===== src/rtl/user_ram_pkg.sv =====
// Shared types and helpers for the user RAM controller: FSM states,
// default window base and the read-modify-write byte merge.
package user_ram_pkg;

    localparam logic [31:0] USER_RAM_BASE = 32'h0300_0000;

    typedef enum logic [2:0] {
        ST_IDLE,
        ST_RD,
        ST_CAP,
        ST_WR,
        ST_ACK
    } state_e;

    // Strobed bytes come from the CPU, the rest from the word read back.
    function automatic logic [31:0] merge_bytes(
        input logic [31:0] wdata,
        input logic [31:0] old,
        input logic [3:0]  wstrb
    );
        logic [31:0] res;
        res = old;
        for (int i = 0; i < 4; i++) begin
            if (wstrb[i]) res[8*i +: 8] = wdata[8*i +: 8];
        end
        return res;
    endfunction

endpackage


===== src/rtl/user_ram_ctrl.sv =====
// CPU-bus to single-port synchronous RAM bridge. Full-word writes go straight
// to the RAM; partial writes do a read-modify-write through the capture state.
module user_ram_ctrl
    import user_ram_pkg::*;
#(
    parameter int          ADDR_BIT  = 8,
    parameter logic [31:0] BASE_ADDR = USER_RAM_BASE
) (
    input  logic                clk_i,
    input  logic                rst_i,
    input  logic                mem_valid_i,
    input  logic [31:0]         mem_addr_i,
    input  logic [31:0]         mem_wdata_i,
    input  logic [3:0]          mem_wstrb_i,
    output logic                mem_ready_o,
    output logic [31:0]         mem_rdata_o,
    output logic                ram_wr_en_o,
    output logic                ram_rd_en_o,
    output logic [ADDR_BIT-1:0] ram_addr_o,
    output logic [31:0]         ram_di_o,
    input  logic [31:0]         ram_do_i
);

    localparam int TAG_LSB = ADDR_BIT + 2;

    state_e              state_q, state_d;
    logic [ADDR_BIT-1:0] addr_q, addr_d;
    logic [31:0]         wdata_q, wdata_d;
    logic [3:0]          wstrb_q, wstrb_d;
    logic                rmw_q, rmw_d;
    logic [31:0]         rdata_q, rdata_d;
    logic [31:0]         di_q, di_d;
    logic                ready_q, rd_en_q, wr_en_q;
    logic                sel;
    logic                unused_addr_bits;

    // Byte offset within the word carries no information for this block.
    assign unused_addr_bits = ^mem_addr_i[1:0];

    assign sel = (mem_addr_i[31:TAG_LSB] == BASE_ADDR[31:TAG_LSB]);

    always_comb begin
        state_d = state_q;
        addr_d  = addr_q;
        wdata_d = wdata_q;
        wstrb_d = wstrb_q;
        rmw_d   = rmw_q;
        rdata_d = rdata_q;
        di_d    = di_q;
        case (state_q)
            ST_IDLE: begin
                if (mem_valid_i && sel) begin
                    addr_d  = mem_addr_i[TAG_LSB-1:2];
                    wdata_d = mem_wdata_i;
                    wstrb_d = mem_wstrb_i;
                    if (mem_wstrb_i == 4'hF) begin
                        rmw_d   = 1'b0;
                        di_d    = mem_wdata_i;
                        state_d = ST_WR;
                    end else begin
                        rmw_d   = (mem_wstrb_i != 4'h0);
                        state_d = ST_RD;
                    end
                end
            end
            ST_RD: state_d = ST_CAP;
            ST_CAP: begin
                // ram_do_i is valid here, one cycle after the read enable.
                if (rmw_q) begin
                    di_d    = merge_bytes(wdata_q, ram_do_i, wstrb_q);
                    state_d = ST_WR;
                end else begin
                    rdata_d = ram_do_i;
                    state_d = ST_ACK;
                end
            end
            ST_WR:   state_d = ST_ACK;
            ST_ACK:  state_d = ST_IDLE;
            default: state_d = ST_IDLE;
        endcase
    end

    // Strobes are registered from the next state so they are glitch-free and
    // line up exactly with the RD/WR/ACK cycles.
    always_ff @(posedge clk_i or negedge rst_i) begin
        if (!rst_i) begin
            state_q <= ST_IDLE;
            addr_q  <= '0;
            wdata_q <= '0;
            wstrb_q <= '0;
            rmw_q   <= 1'b0;
            rdata_q <= '0;
            di_q    <= '0;
            ready_q <= 1'b0;
            rd_en_q <= 1'b0;
            wr_en_q <= 1'b0;
        end else begin
            state_q <= state_d;
            addr_q  <= addr_d;
            wdata_q <= wdata_d;
            wstrb_q <= wstrb_d;
            rmw_q   <= rmw_d;
            rdata_q <= rdata_d;
            di_q    <= di_d;
            ready_q <= (state_d == ST_ACK);
            rd_en_q <= (state_d == ST_RD);
            wr_en_q <= (state_d == ST_WR);
        end
    end

    assign mem_ready_o = ready_q;
    assign mem_rdata_o = rdata_q;
    assign ram_rd_en_o = rd_en_q;
    assign ram_wr_en_o = wr_en_q;
    assign ram_addr_o  = addr_q;
    assign ram_di_o    = di_q;

endmodule

===== config.mk =====
export PLATFORM = sky130hd
export DESIGN_NAME = user_ram_ctrl
export DESIGN_NICKNAME = d
export VERILOG_FILES = /design/src/rtl/user_ram_pkg.sv /design/src/rtl/user_ram_ctrl.sv
export SDC_FILE = /design/constraint.sdc
export NUM_CORES = 1
export LEC_CHECK = 0
export ABC_AREA = 1
export CAP_MARGIN = 0
export CORE_MARGIN = 2
export CORE_UTILIZATION = 43
export CTS_BUF_LIST = sky130_fd_sc_hd__clkbuf_8
export DETAILED_ROUTE_END_ITERATION = 7
export DONT_BUFFER_PORTS = 1
export HOLD_SLACK_MARGIN = 0.03
export SLEW_MARGIN = 20
export SYNTH_ARGS = -nofsm -noshare
export SYNTH_HDL_FRONTEND = slang
export SYNTH_SLANG_ARGS = --single-unit

===== constraint.sdc =====
create_clock -name clk_i -period 1.6 [get_ports clk_i]
set_input_delay 0.48 -clock clk_i [delete_from_list [all_inputs] [get_ports clk_i]]
set_output_delay 0.48 -clock clk_i [all_outputs]
set_load 0.01 [all_outputs]

==> results of run 1 <==
==> Yosys cell counts <==
master	count	area, um2
sky130_fd_sc_hd__nand2_1	228	856
sky130_fd_sc_hd__o21ai_0	134	671
sky130_fd_sc_hd__dfrtp_1	115	2880
sky130_fd_sc_hd__inv_1	85	319
sky130_fd_sc_hd__nand3_1	43	215
sky130_fd_sc_hd__clkbuf_1	25	93.8
sky130_fd_sc_hd__nor2_1	10	37.5
sky130_fd_sc_hd__buf_2	7	35.0
sky130_fd_sc_hd__buf_4	3	22.5
sky130_fd_sc_hd__buf_6	3	33.8
sky130_fd_sc_hd__nand2_4	3	33.8
sky130_fd_sc_hd__a21oi_2	1	8.76
sky130_fd_sc_hd__nand3_2	1	10.0
sky130_fd_sc_hd__nand3b_1	1	7.51
sky130_fd_sc_hd__nand4_1	1	6.26
sky130_fd_sc_hd__nor2_4	1	11.3
sky130_fd_sc_hd__nor2_8	1	20.0
sky130_fd_sc_hd__nor3_2	1	10.0
==> placed cells by master (no fill, tap or decap), types with 2 or more instances in the layout <==
cell type,Yosys,layout
sky130_fd_sc_hd__dfrtp_1,115,113
sky130_fd_sc_hd__clkbuf_8,0,20
sky130_fd_sc_hd__nand2_1,228,225
sky130_fd_sc_hd__o21ai_0,134,132
sky130_fd_sc_hd__o21ai_1,0,2
sky130_fd_sc_hd__nand3_1,43,43
sky130_fd_sc_hd__nand2_4,3,4
sky130_fd_sc_hd__inv_1,85,89
sky130_fd_sc_hd__buf_12,0,5
sky130_fd_sc_hd__nand2_2,0,2
sky130_fd_sc_hd__buf_6,3,6
sky130_fd_sc_hd__nor2_1,10,10
sky130_fd_sc_hd__dfrtp_2,0,2
sky130_fd_sc_hd__clkinv_2,0,5
sky130_fd_sc_hd__buf_4,3,6
==> per-stage QoR <==
stage | TNS [ps] | utilization (%) | power [mW]
global placement | 0 | 45.6 | 3.21
CTS | 0 | 48.5 | 5.61
floorplan | 0 | - | 3.17
global route | 0 | 49.0 | 5.79
finish | 0 | 49.0 | 5.54
detailed placement | -388 | 45.6 | 3.22
==> state kept, by name (all words and copies together) (netlist names) <==
signal / cells
state_q: 3
ram_di_o: 32
ram_addr_o: 8
ram_rd_en_o: 1
mem_rdata_o: 32
ram_wr_en_o: 1
rmw_q: 1
mem_ready_o: 1
wdata_q: 32
wstrb_q: 4
==> logic make-up after synthesis <==
group | Yosys count
compound gates | 135
simple gates | 290
flops | 115
buf+inv | 123
==> layer usage <==
layer,part of all wire (%),vias to the layer above,GRT usage [%]
li1,-,2064,-
met4,1.4,0,7.55
met1,43,1925,24.0
met3,6.7,14,7.04
met2,49,115,31.4
met5,0,-,0
==> power by group through the flow <==
stage / Clock, mW / Sequential, mW / Combinational, mW
floorplan: 0 / 3.04 / 0.127
global placement: 0 / 3.06 / 0.158
detailed placement: 0 / 3.06 / 0.164
CTS: 2.44 / 3.00 / 0.165
global route: 2.59 / 3.01 / 0.194
finish: 2.37 / 3.00 / 0.163
==> final cells by class <==
type                            count  area (um2)  area share [%]
Sequential cell                   115        2880            49.1
Tap cell                          147         184            3.14
Timing Repair Buffer               18         228            3.88
Clock inverter                     10        70.1            1.20
Clock buffer                       20         275            4.70
Inverter                           85         319            5.44
Multi-Input combinational cell    425        1910            32.5
==> path summary, 6_finish.rpt <==
| kind | start | to | slack (ps) | depth (start not counted) |
|---|---|---|---|---|
| worst max register to register | state_q[2]$_DFF_PN0_ | ram_di_o[18]$_DFFE_PN0P_ | 100 | 9 |
| worst max-delay path | state_q[2]$_DFF_PN0_ | ram_di_o[18]$_DFFE_PN0P_ | 100 | 9 |
| worst min register to register | wdata_q[0]$_DFFE_PN0P_ | wdata_q[0]$_DFFE_PN0P_ | 480 | 2 |
| worst min-delay path | rst_i | ram_addr_o[1]$_DFFE_PN0P_ | -240 | 0 |
| min in group clk_i | mem_addr_i[9] | ram_addr_o[7]$_DFFE_PN0P_ | 200 | 2 |
| max in group asynchronous | rst_i | wdata_q[31]$_DFFE_PN0P_ | 1610 | 0 |
==> timing repair <==
| action | 4_1_cts | 5_1_grt |
|---|---|---|
| pin swaps | 0 | 1 |
| gates resized for setup | 1 | 14 |
| hold endpoints to repair | 115 | 115 |
| endpoints found under the setup margin | 24 | 77 |
| setup buffers | 0 | 1 |
| cloned | 0 | 0 |
==> impl_summary.md, run 1 <==
Yosys
Counting distinct cell types in the post-synthesis netlist gives 18. The number of standard cells after synthesis is 663. In this run, synthesis produced a sequential element count of 115. Summing the areas of all compound-gate instances in the mapped netlist gives 12.9% of the synthesized area. The multiplexer area fraction after synthesis is 0%.

The post-synthesis net count is 766. Summing the areas of all and, or, nand and nor instances in the mapped netlist gives 22.9% of the synthesized area. Dividing the synthesized area by the synthesized cell count gives a little under 8 um2.

The post-synth design cell area is approximately 5300 um2. The total number of yosys warnings is 0. After synthesis, flip-flops and latches occupy a little over half of the total area. The arithmetic-cell share of the synthesized area counting full adders, half adders and majority gates is 0%. By area, the combinational part of the netlist is dominated by simple AND/OR/NAND/NOR gates. Of the total synthesized cell area, the portion taken by XOR and XNOR cells is 0%.

Outcome
The checks that failed: negative hold slack. The run finished, with violations left.

Detailed routing
After detailed routing, the number of vias per cell comes to approximately 5.0. The wire length after detailed routing is around 12 mm. The routed via count is around 4,000. After detailed routing, the number of remaining DRC violations is 0.

The count of nets left with antenna violations once routing finished came out at 0. After detailed routing, the average wire length per cell comes to approximately 15 um. After the first detailed-routing iteration, the DRC count stood at 242. Before antenna repair, the detailed router went through 4 iterations.

CTS
TritonCTS built the clock tree. Clock latency on the worst-skew pair, taken at its later pin, is between 400 and 500 ps. Counting along the longest clock path gives a buffer depth of 2. The CTS root buffer is sky130_fd_sc_hd__clkbuf_8. For this design, the sink count on the clock tree is between 100 and 150. Clock-pin slew was measured on the worst setup and hold paths at around 60 ps. In this run, CTS created clock tree buffers numbering 17. The H-tree generated during clock tree synthesis spans 4 levels.

Critical path
Of all nets on the critical path, the largest fanout is 23. The largest individual stage delay along the critical path comes from the cell sky130_fd_sc_hd__dfrtp_2. The critical path is of the register to register type. The cell class contributing the biggest share of worst-path delay is simple AND/OR/NAND/NOR gates.

The critical path goes through nor2_1 > nand3_2 > nor2_8 > nand2_4 > nand2_4 > nand2_4 > buf_12 > nand2_1 > nand2_1. The data arrival time at the worst-slack endpoint is between 1500 and 2000 ps. In this design, the stage delay of the slowest critical-path cell is 450 ps. The worst path buffer plus inverter count is 1. The worst setup path is launched from a register.

In this design, the critical path's most frequently occurring cell is sky130_fd_sc_hd__nand2_4. The data required time of the critical path is between 1500 and 2000 ps. STA classifies the critical path endpoint as a register.

Global route
The global routing usage summed across all routing layers is between 10% and 20%. The number of antenna violations at the first check in global routing came to 0. The number of global-route vias before repair is between 3,000 and 4,000.

For this run the aggregate overflow at the end of global routing stands at 0. The pin count of the biggest net entering global routing is 116. The first global-routing pass estimated a little under 20 mm of wire.

Placed design
The pre-CTS setup slack is -28.3 ps. The congestion estimate from routability-driven global placement came to 0.757. The placed instances occupy a cell area of between 5000 and 6000 um2.

The cell total after placement is roughly 800. Input and output buffers added on the ports amount to 0. The estimated wirelength of the detail-placed design is 8.52 mm.

Floorplan
The vertical extent of the die is around 110 um. The initial utilization of the core area, before any placement, comes to 44.0%. The initialized floorplan defines 40 standard-cell rows. The core region is between 10,000 and 15,000 um2. The die covers around 13,000 um2. Pin placement for this block handled approximately 180 I/O pins. In this run the horizontal extent of the chip is 115 um.

STA
The transition time at the pin with the least slew margin is between 500 and 600 ps. The final hold violation count is 115. Headroom to the max-slew limit came out at about two thirds.

The final period utilization is a little over nine tenths. Setup repair after global routing left no endpoint under its margin. The final worst-path setup slack is 96.8 ps.

The clock arrives with 7.01 ps of skew. The worst hold margin is -245 ps. The top achievable clock speed is between 0.6 and 0.7 GHz.

Setup violations remaining at the end of the flow were counted as 0. The worst path in the final design needs a cycle of around 1500 ps, including I/O delays and setup. The max-slew violation count is 0.

Run
Max-cap violations in this run came to 0.

Power and ir drop
The power density over the cells is between 900 and 1000 nW/um2. The power dissipated by switching net loads is between 1 and 1.5 mW. The clock network burns 42.8% of the power. The fraction of power consumed by combinational cells is about 2.9%. Summed over all cells, the static leakage comes to between 3 and 4 nW. The worst voltage drop across the vdd grid is 0.451 mV. In this run switching power makes up between 20 and 25% of total power. The power share of the sequential group is a little over half. The internal portion of the total power is roughly 4.3 mW.

Final layout
The repair_antennas step left the layout with diodes totalling 0. Excluding fillers, the count of instances in the completed layout stands at 820. The number of nets in the finished design is about 770. The post-route netlist has ~8.5% of its cells at a drive strength greater than 1.

Fill cells in the final layout number 1,206. Relative to the synthesized area, the layout overhead comes to 11.3%. The final design instance area without fill is a little under 6000 um2.

Hold path
The classification of the worst-slack hold path is input port to async pin.
No activity file was read; power rests on OpenSTA's default activity.
==> run 2, diff against run 1 <==
clock period = 1.85 ns   (was 1.6 ns; I/O delays follow)
==> impl_summary.md, run 2 (synthesized netlist as in run 1, its figures left out) <==
Global route
The pin count of the biggest net entering global routing is 116 (unchanged). The number of global-route vias before repair was 3,958 (was 3,996). The global-route congestion overflow total is 0 (unchanged).

The global routing usage summed across all routing layers is 19.3% (was 19.5%). The wire length of the first global-routing pass came to 19.4 mm (was 19.6 mm). The number of antenna violations at the first check in global routing is 0 (unchanged).

Critical path
The largest fanout on the critical path is 35 (was 23). The startpoint type of the worst setup path is a register (unchanged). The kind of capture point of the worst setup path is a register (unchanged). The data arrival time at the worst-slack endpoint came to 1940 ps (was 1810 ps). The data required time of the critical path came to 2170 ps (was 1910 ps). The class of the most critical setup path was register to register (unchanged).

The number of cell instances on the worst register-to-register path was 6 (was 9).

STA
The max-slew violation count is 0 (unchanged). The top achievable clock speed came to 0.618 GHz (was 0.665 GHz). The final clock skew is 10.6 ps (was 7.01 ps). The sum of negative setup slack is 0 ps (unchanged).

The final hold violation count was 115 (unchanged). Unrepaired setup endpoints after global routing: no (unchanged). The transition time at the pin with the least slew margin is 516 ps (was 515 ps).

The final period utilization was 87.4% (was 94.0%). The final setup violation count is 0 (unchanged). The worst hold margin came to -184 ps (was -245 ps). The minimum period implied by the final worst setup slack was 1620 ps (was 1500 ps). The max-slew headroom at the worst pin came to 65.6% (was 65.7%).

Floorplan
The boundary pin count came to 178 (unchanged). The vertical extent of the die is 115 um (unchanged). The core outline area is 12,000 um2 (unchanged). The die footprint is 13,200 um2 (unchanged). The effective utilization at floorplan is 44.0% (unchanged).

The width of the die is 115 um (unchanged). The standard-cell row count is 40 (unchanged).

CTS
The total setup buffers inserted after CTS is 0 (unchanged). The number of H-tree branching levels is 4 (unchanged). The clock tree buffer depth came to 2 (unchanged). The post-CTS resize count was 0 (was 1). The clock insertion delay at the later pin of the skew report came to 440 ps (was 420 ps). The clock buffer count from CTS is 17 (unchanged). The clock tree from TritonCTS was built (unchanged). The clock input transition at the sequential cells of the worst setup and hold paths is 70 ps (was 60 ps).

The clock sink count is 115 (unchanged). The CTS root buffer is sky130_fd_sc_hd__clkbuf_8 (unchanged).

Outcome
Violated checks: negative hold slack (unchanged). Status: finished with violations (unchanged).

Power and ir drop
The total power of the final layout came to 4.74 mW (was 5.54 mW). The worst voltage drop across the vdd grid is 0.369 mV (was 0.451 mV). The static leakage is 3.00 nW (was 3.06 nW). The power density over the cells is 828 nW/um2 (was 945 nW/um2).

Run
The number of max-cap violations is 0 (unchanged).

Detailed routing
The number of routed nets with antenna violations is 0 (unchanged). The number of design-rule violations left by the first detailed-router iteration was 223 (was 242). The wire length after detailed routing is 12.1 mm (was 12.2 mm). The routed length per placed instance is 14.9 um (was 14.8 um). The ratio of routed vias to standard cells is 5.00 (was 5.02). The routed via count came to 4,071 (was 4,118).

The remaining routing DRC violations is 0 (unchanged). The iteration count of the initial detailed-routing pass is 5 (was 4).

Final layout
The proportion of layout cells with a drive suffix above 1 was 7.19% (was 8.47%). The final design instance area without fill is 5720 um2 (was 5860 um2). Commonest cells after routing, fill and taps aside: sky130_fd_sc_hd__nand2_1 (227), sky130_fd_sc_hd__o21ai_0 (134), sky130_fd_sc_hd__dfrtp_1 (115) (was sky130_fd_sc_hd__nand2_1 (225), sky130_fd_sc_hd__o21ai_0 (132), sky130_fd_sc_hd__dfrtp_1 (113)). The number of nets in the finished design was 759 (was 765). The most common cell after layout, fill and taps aside is sky130_fd_sc_hd__nand2_1 (unchanged).

The diode insertion count for antenna repair came to 0 (unchanged). The area growth from synthesis to layout came to 8.60% (was 11.3%).

Placed design
The count of input and output buffers came to 0 (unchanged). The final estimated routing congestion in global placement is 0.747 (was 0.757). The estimated wirelength of the detail-placed design is 8.23 mm (was 8.52 mm).

The instance area at placement is 5380 um2 (was 5450 um2).

Hold path
The classification of the worst-slack hold path is input port to async pin (unchanged).
-- run 2: cell types whose count changed in the layout (fill, tap and decap cells not counted), moves of 2 or more --
cell / delta
sky130_fd_sc_hd__buf_6: -6
sky130_fd_sc_hd__buf_4: +5
sky130_fd_sc_hd__buf_12: -4
sky130_fd_sc_hd__clkbuf_8: +2
sky130_fd_sc_hd__dfrtp_1: +2
sky130_fd_sc_hd__dfrtp_2: -2
sky130_fd_sc_hd__nand2_1: +2
sky130_fd_sc_hd__o21ai_0: +2
sky130_fd_sc_hd__o21ai_1: -2
-- run 2: layout make-up --
cell class / count / area (um2)
clock buffer: 22 / 303
clock inverter: 9 / 40.0
sequential: 115 / 2880
fill: 1213 / 6240
inverter: 85 / 319
multi-input combinational: 425 / 1900
tap: 147 / 184
timing repair buffer: 12 / 103
-- run 2: critical path, stage by stage, from the launching register on --
cell and delay, ps:
sky130_fd_sc_hd__dfrtp_1 450, sky130_fd_sc_hd__nor3_4 240, sky130_fd_sc_hd__nand2_1 140, sky130_fd_sc_hd__nand2_1 170, sky130_fd_sc_hd__nand2_4 270, sky130_fd_sc_hd__nand2_1 150, sky130_fd_sc_hd__nand2_1 60
-- run 2: routing by layer --
metal	GRT usage, %	share of wire [%]
met1	23.5	42
met5	0	0
met2	30.3	48
met3	7.25	7.5
met4	9.08	1.6
-- run 2: power breakdown --
part	internal (mW)	switching [mW]	leakage (nW)
logic	0.0497	0.0882	1.43
clock network	1.06	0.938	0.199
registers	2.55	0.0455	1.37
total	3.66	1.07	3.00
-- run 2: worst paths after layout --
check,start,endpoint,slack (ps)
min in group clk_i,mem_addr_i[5],ram_addr_o[3]$_DFFE_PN0P_,270
max in group asynchronous,rst_i,wdata_q[30]$_DFFE_PN0P_,1850
worst max register to register,state_q[2]$_DFF_PN0_,ram_di_o[16]$_DFFE_PN0P_,230
worst min-delay path,rst_i,mem_rdata_o[4]$_DFFE_PN0P_,-180
worst min register to register,wdata_q[23]$_DFFE_PN0P_,wdata_q[23]$_DFFE_PN0P_,490
worst max-delay path,state_q[2]$_DFF_PN0_,ram_di_o[16]$_DFFE_PN0P_,230
-- run 2: through the flow --
stage / utilization (%) / setup WS, ps / cells / hold slack (ps)
2_1_floorplan: - / 215 / 663 / 259
3_3_place_gp: 45.0 / 134 / 784 / 264
3_5_place_dp: 45.0 / 108 / 784 / 263
4_1_cts: 47.8 / 217 / 815 / -215
5_1_grt: 47.8 / 82.9 / 815 / -218
6_report: 47.8 / 233 / 815 / -184
==> run 3, diff against run 2 <==
PLACE_DENSITY = 0.61   (was unset)
==> impl_summary.md, run 3 (synthesized netlist as in run 1, its figures left out) <==
STA
The final period utilization is 89.0% (was 87.4%). The transition time at the pin with the least slew margin is 501 ps (was 516 ps). The final clock skew is 11.1 ps (was 10.6 ps). The final setup violation count came to 0 (unchanged). The worst hold margin is -179 ps (was -184 ps).

The minimum period implied by the final worst setup slack was 1650 ps (was 1620 ps). The max-slew violation count came to 0 (unchanged). Unrepaired setup endpoints after global routing: no (unchanged). The top achievable clock speed is 0.608 GHz (was 0.618 GHz).

The sum of negative setup slack is 0 ps (unchanged). The max-slew headroom at the worst pin was 66.6% (was 65.6%). The final hold violation count was 115 (unchanged).

Power and ir drop
The total power of the final layout came to 4.96 mW (was 4.74 mW). The power density over the cells came to 859 nW/um2 (was 828 nW/um2). The worst voltage drop across the vdd grid is 0.408 mV (was 0.369 mV). The static leakage is 3.02 nW (was 3.00 nW).

Critical path
The class of the most critical setup path is register to register (unchanged). The largest fanout on the critical path is 35 (unchanged). The startpoint of the most critical register-to-register path was state_q[2]$_DFF_PN0_ (unchanged). The data arrival time at the worst-slack endpoint was 1960 ps (was 1940 ps). The startpoint type of the worst setup path is a register (unchanged). Sequence of cells on the critical path: nor3_4 > nand2_1 > nand2_1 > nand2_4 > nand2_1 > nand2_1 (unchanged). The capturing point of the worst reg2reg path is ram_di_o[15]$_DFFE_PN0P_ (was ram_di_o[16]$_DFFE_PN0P_).

The number of cell instances on the worst register-to-register path is 6 (unchanged). The dominant cell type by count on the critical path is sky130_fd_sc_hd__nand2_1 (unchanged). The worst stage delay on the critical path is 450 ps (about the same). The cell class contributing the biggest share of worst-path delay is simple AND/OR/NAND/NOR gates (unchanged). The worst path buffer plus inverter count is 0 (unchanged). The register-to-register path setup slack is 200 ps (was 230 ps).

The kind of capture point of the worst setup path is a register (unchanged). The data required time of the critical path was 2170 ps (about the same). The cell with the largest stage delay on the worst path is sky130_fd_sc_hd__dfrtp_1 (unchanged).

CTS
The clock input transition at the sequential cells of the worst setup and hold paths came to 70 ps (about the same). The clock tree buffer depth is 2 (unchanged). The number of H-tree branching levels is 4 (unchanged). The total setup buffers inserted after CTS is 0 (unchanged). The clock buffer count from CTS came to 17 (unchanged). The post-CTS resize count is 0 (unchanged). The clock insertion delay at the later pin of the skew report is 430 ps (was 440 ps). The clock tree from TritonCTS is built (unchanged). The clock sink count is 115 (unchanged). The CTS root buffer is sky130_fd_sc_hd__clkbuf_8 (unchanged).

Placed design
The count of input and output buffers was 0 (unchanged). The cell total after placement came to 784 (unchanged). The estimated wirelength of the detail-placed design is 8.43 mm (was 8.23 mm).

The final estimated routing congestion in global placement came to 0.738 (was 0.747).

Hold path
The classification of the worst-slack hold path is input port to async pin (unchanged).

Detailed routing
The routed via count is 4,184 (was 4,071). The wire length after detailed routing was 12.3 mm (was 12.1 mm). The ratio of routed vias to standard cells is 5.13 (was 5.00). The number of design-rule violations left by the first detailed-router iteration is 281 (was 223).

The number of routed nets with antenna violations was 0 (unchanged). The remaining routing DRC violations came to 0 (unchanged). The iteration count of the initial detailed-routing pass is 7 (was 5). The routed length per placed instance is 15.1 um (was 14.9 um).

Global route
The global routing usage summed across all routing layers is 19.4% (was 19.3%). The number of global-route vias before repair was 4,024 (was 3,958). The wire length of the first global-routing pass was 19.5 mm (was 19.4 mm). The global-route congestion overflow total is 0 (unchanged). The pin count of the biggest net entering global routing was 116 (unchanged). The number of antenna violations at the first check in global routing came to 0 (unchanged).

Final layout
The diode insertion count for antenna repair is 0 (unchanged). The proportion of layout cells with a drive suffix above 1 is 7.17% (was 7.19%). The number of nets in the finished design is 759 (unchanged). The area growth from synthesis to layout is 9.71% (was 8.60%). The non-filler instance count after layout is 816 (was 815).

The most common cell after layout, fill and taps aside is sky130_fd_sc_hd__nand2_1 (unchanged). Commonest cells after routing, fill and taps aside: sky130_fd_sc_hd__nand2_1 (227), sky130_fd_sc_hd__o21ai_0 (134), sky130_fd_sc_hd__dfrtp_1 (115) (unchanged).

Outcome
Violated checks: negative hold slack (unchanged). Status: finished with violations (unchanged).

Floorplan
The effective utilization at floorplan was 44.0% (unchanged). The standard-cell row count came to 40 (unchanged). The vertical extent of the die was 115 um (unchanged). The width of the die came to 115 um (unchanged).

The die footprint is 13,200 um2 (unchanged). The core outline area is 12,000 um2 (unchanged). The boundary pin count is 178 (unchanged).

Run
The number of max-cap violations was 0 (unchanged).
## run 3: cell types whose count changed in the layout (fill, tap and decap cells not counted)
cell	previous run	this run
sky130_fd_sc_hd__buf_4	11	10
sky130_fd_sc_hd__buf_12	1	2
sky130_fd_sc_hd__clkinv_2	5	2
sky130_fd_sc_hd__bufinv_16	0	1
sky130_fd_sc_hd__inv_1	89	90
sky130_fd_sc_hd__clkbuf_8	22	24
## run 3: worst max path at each step
stage	from	end	slack (ps)	cells after the start
after floorplan	mem_addr_i[22]	ram_di_o[23]$_DFFE_PN0P_	210	11
after global placement	mem_addr_i[17]	ram_rd_en_o$_DFF_PN0_	110	10
after detailed placement	mem_addr_i[18]	ram_di_o[15]$_DFFE_PN0P_	90	10
after CTS	state_q[2]$_DFF_PN0_	ram_di_o[15]$_DFFE_PN0P_	170	6
after global routing	state_q[2]$_DFF_PN0_	ram_di_o[21]$_DFFE_PN0P_	8	6
final	state_q[2]$_DFF_PN0_	ram_di_o[15]$_DFFE_PN0P_	200	6
## run 3: through the flow
step	util [%]	cell area (um2)	setup slack (ps)
after detailed placement	45.1	5390	88.3
after global placement	45.1	5390	114
after floorplan	-	5270	215
after global routing	48.3	5780	8.29
after CTS	48.3	5780	174
final	48.3	5780	204
## run 3: area by class of cell
cell class              count  area, um2
clock buffers              24        330
clock inverters             8       58.8
fillers                  1185       6180
inverters                  85        319
multi-input cells         425       1900
flip-flops and latches    115       2880
well taps                 147        184
repair buffers             12        115
## run 3: power by group
group | internal [mW] | leakage, nW | switching, mW | total [mW]
registers | 2.55 | 1.37 | 0.0462 | 2.60
clock network | 1.29 | 0.221 | 0.942 | 2.23
logic | 0.0497 | 1.44 | 0.0892 | 0.139
## run 3: per-layer routing
| metal | share of wire, % | track usage [%] | vias up | wire length (um) |
|---|---|---|---|---|
| li1 | - | - | 2058 | - |
| met1 | 42 | 22.8 | 1967 | 5200 |
| met2 | 49 | 32.2 | 140 | 6020 |
| met3 | 7.2 | 6.93 | 19 | 884 |
| met4 | 1.7 | 8.19 | 0 | 204 |
| met5 | 0 | 0 | - | 0 |
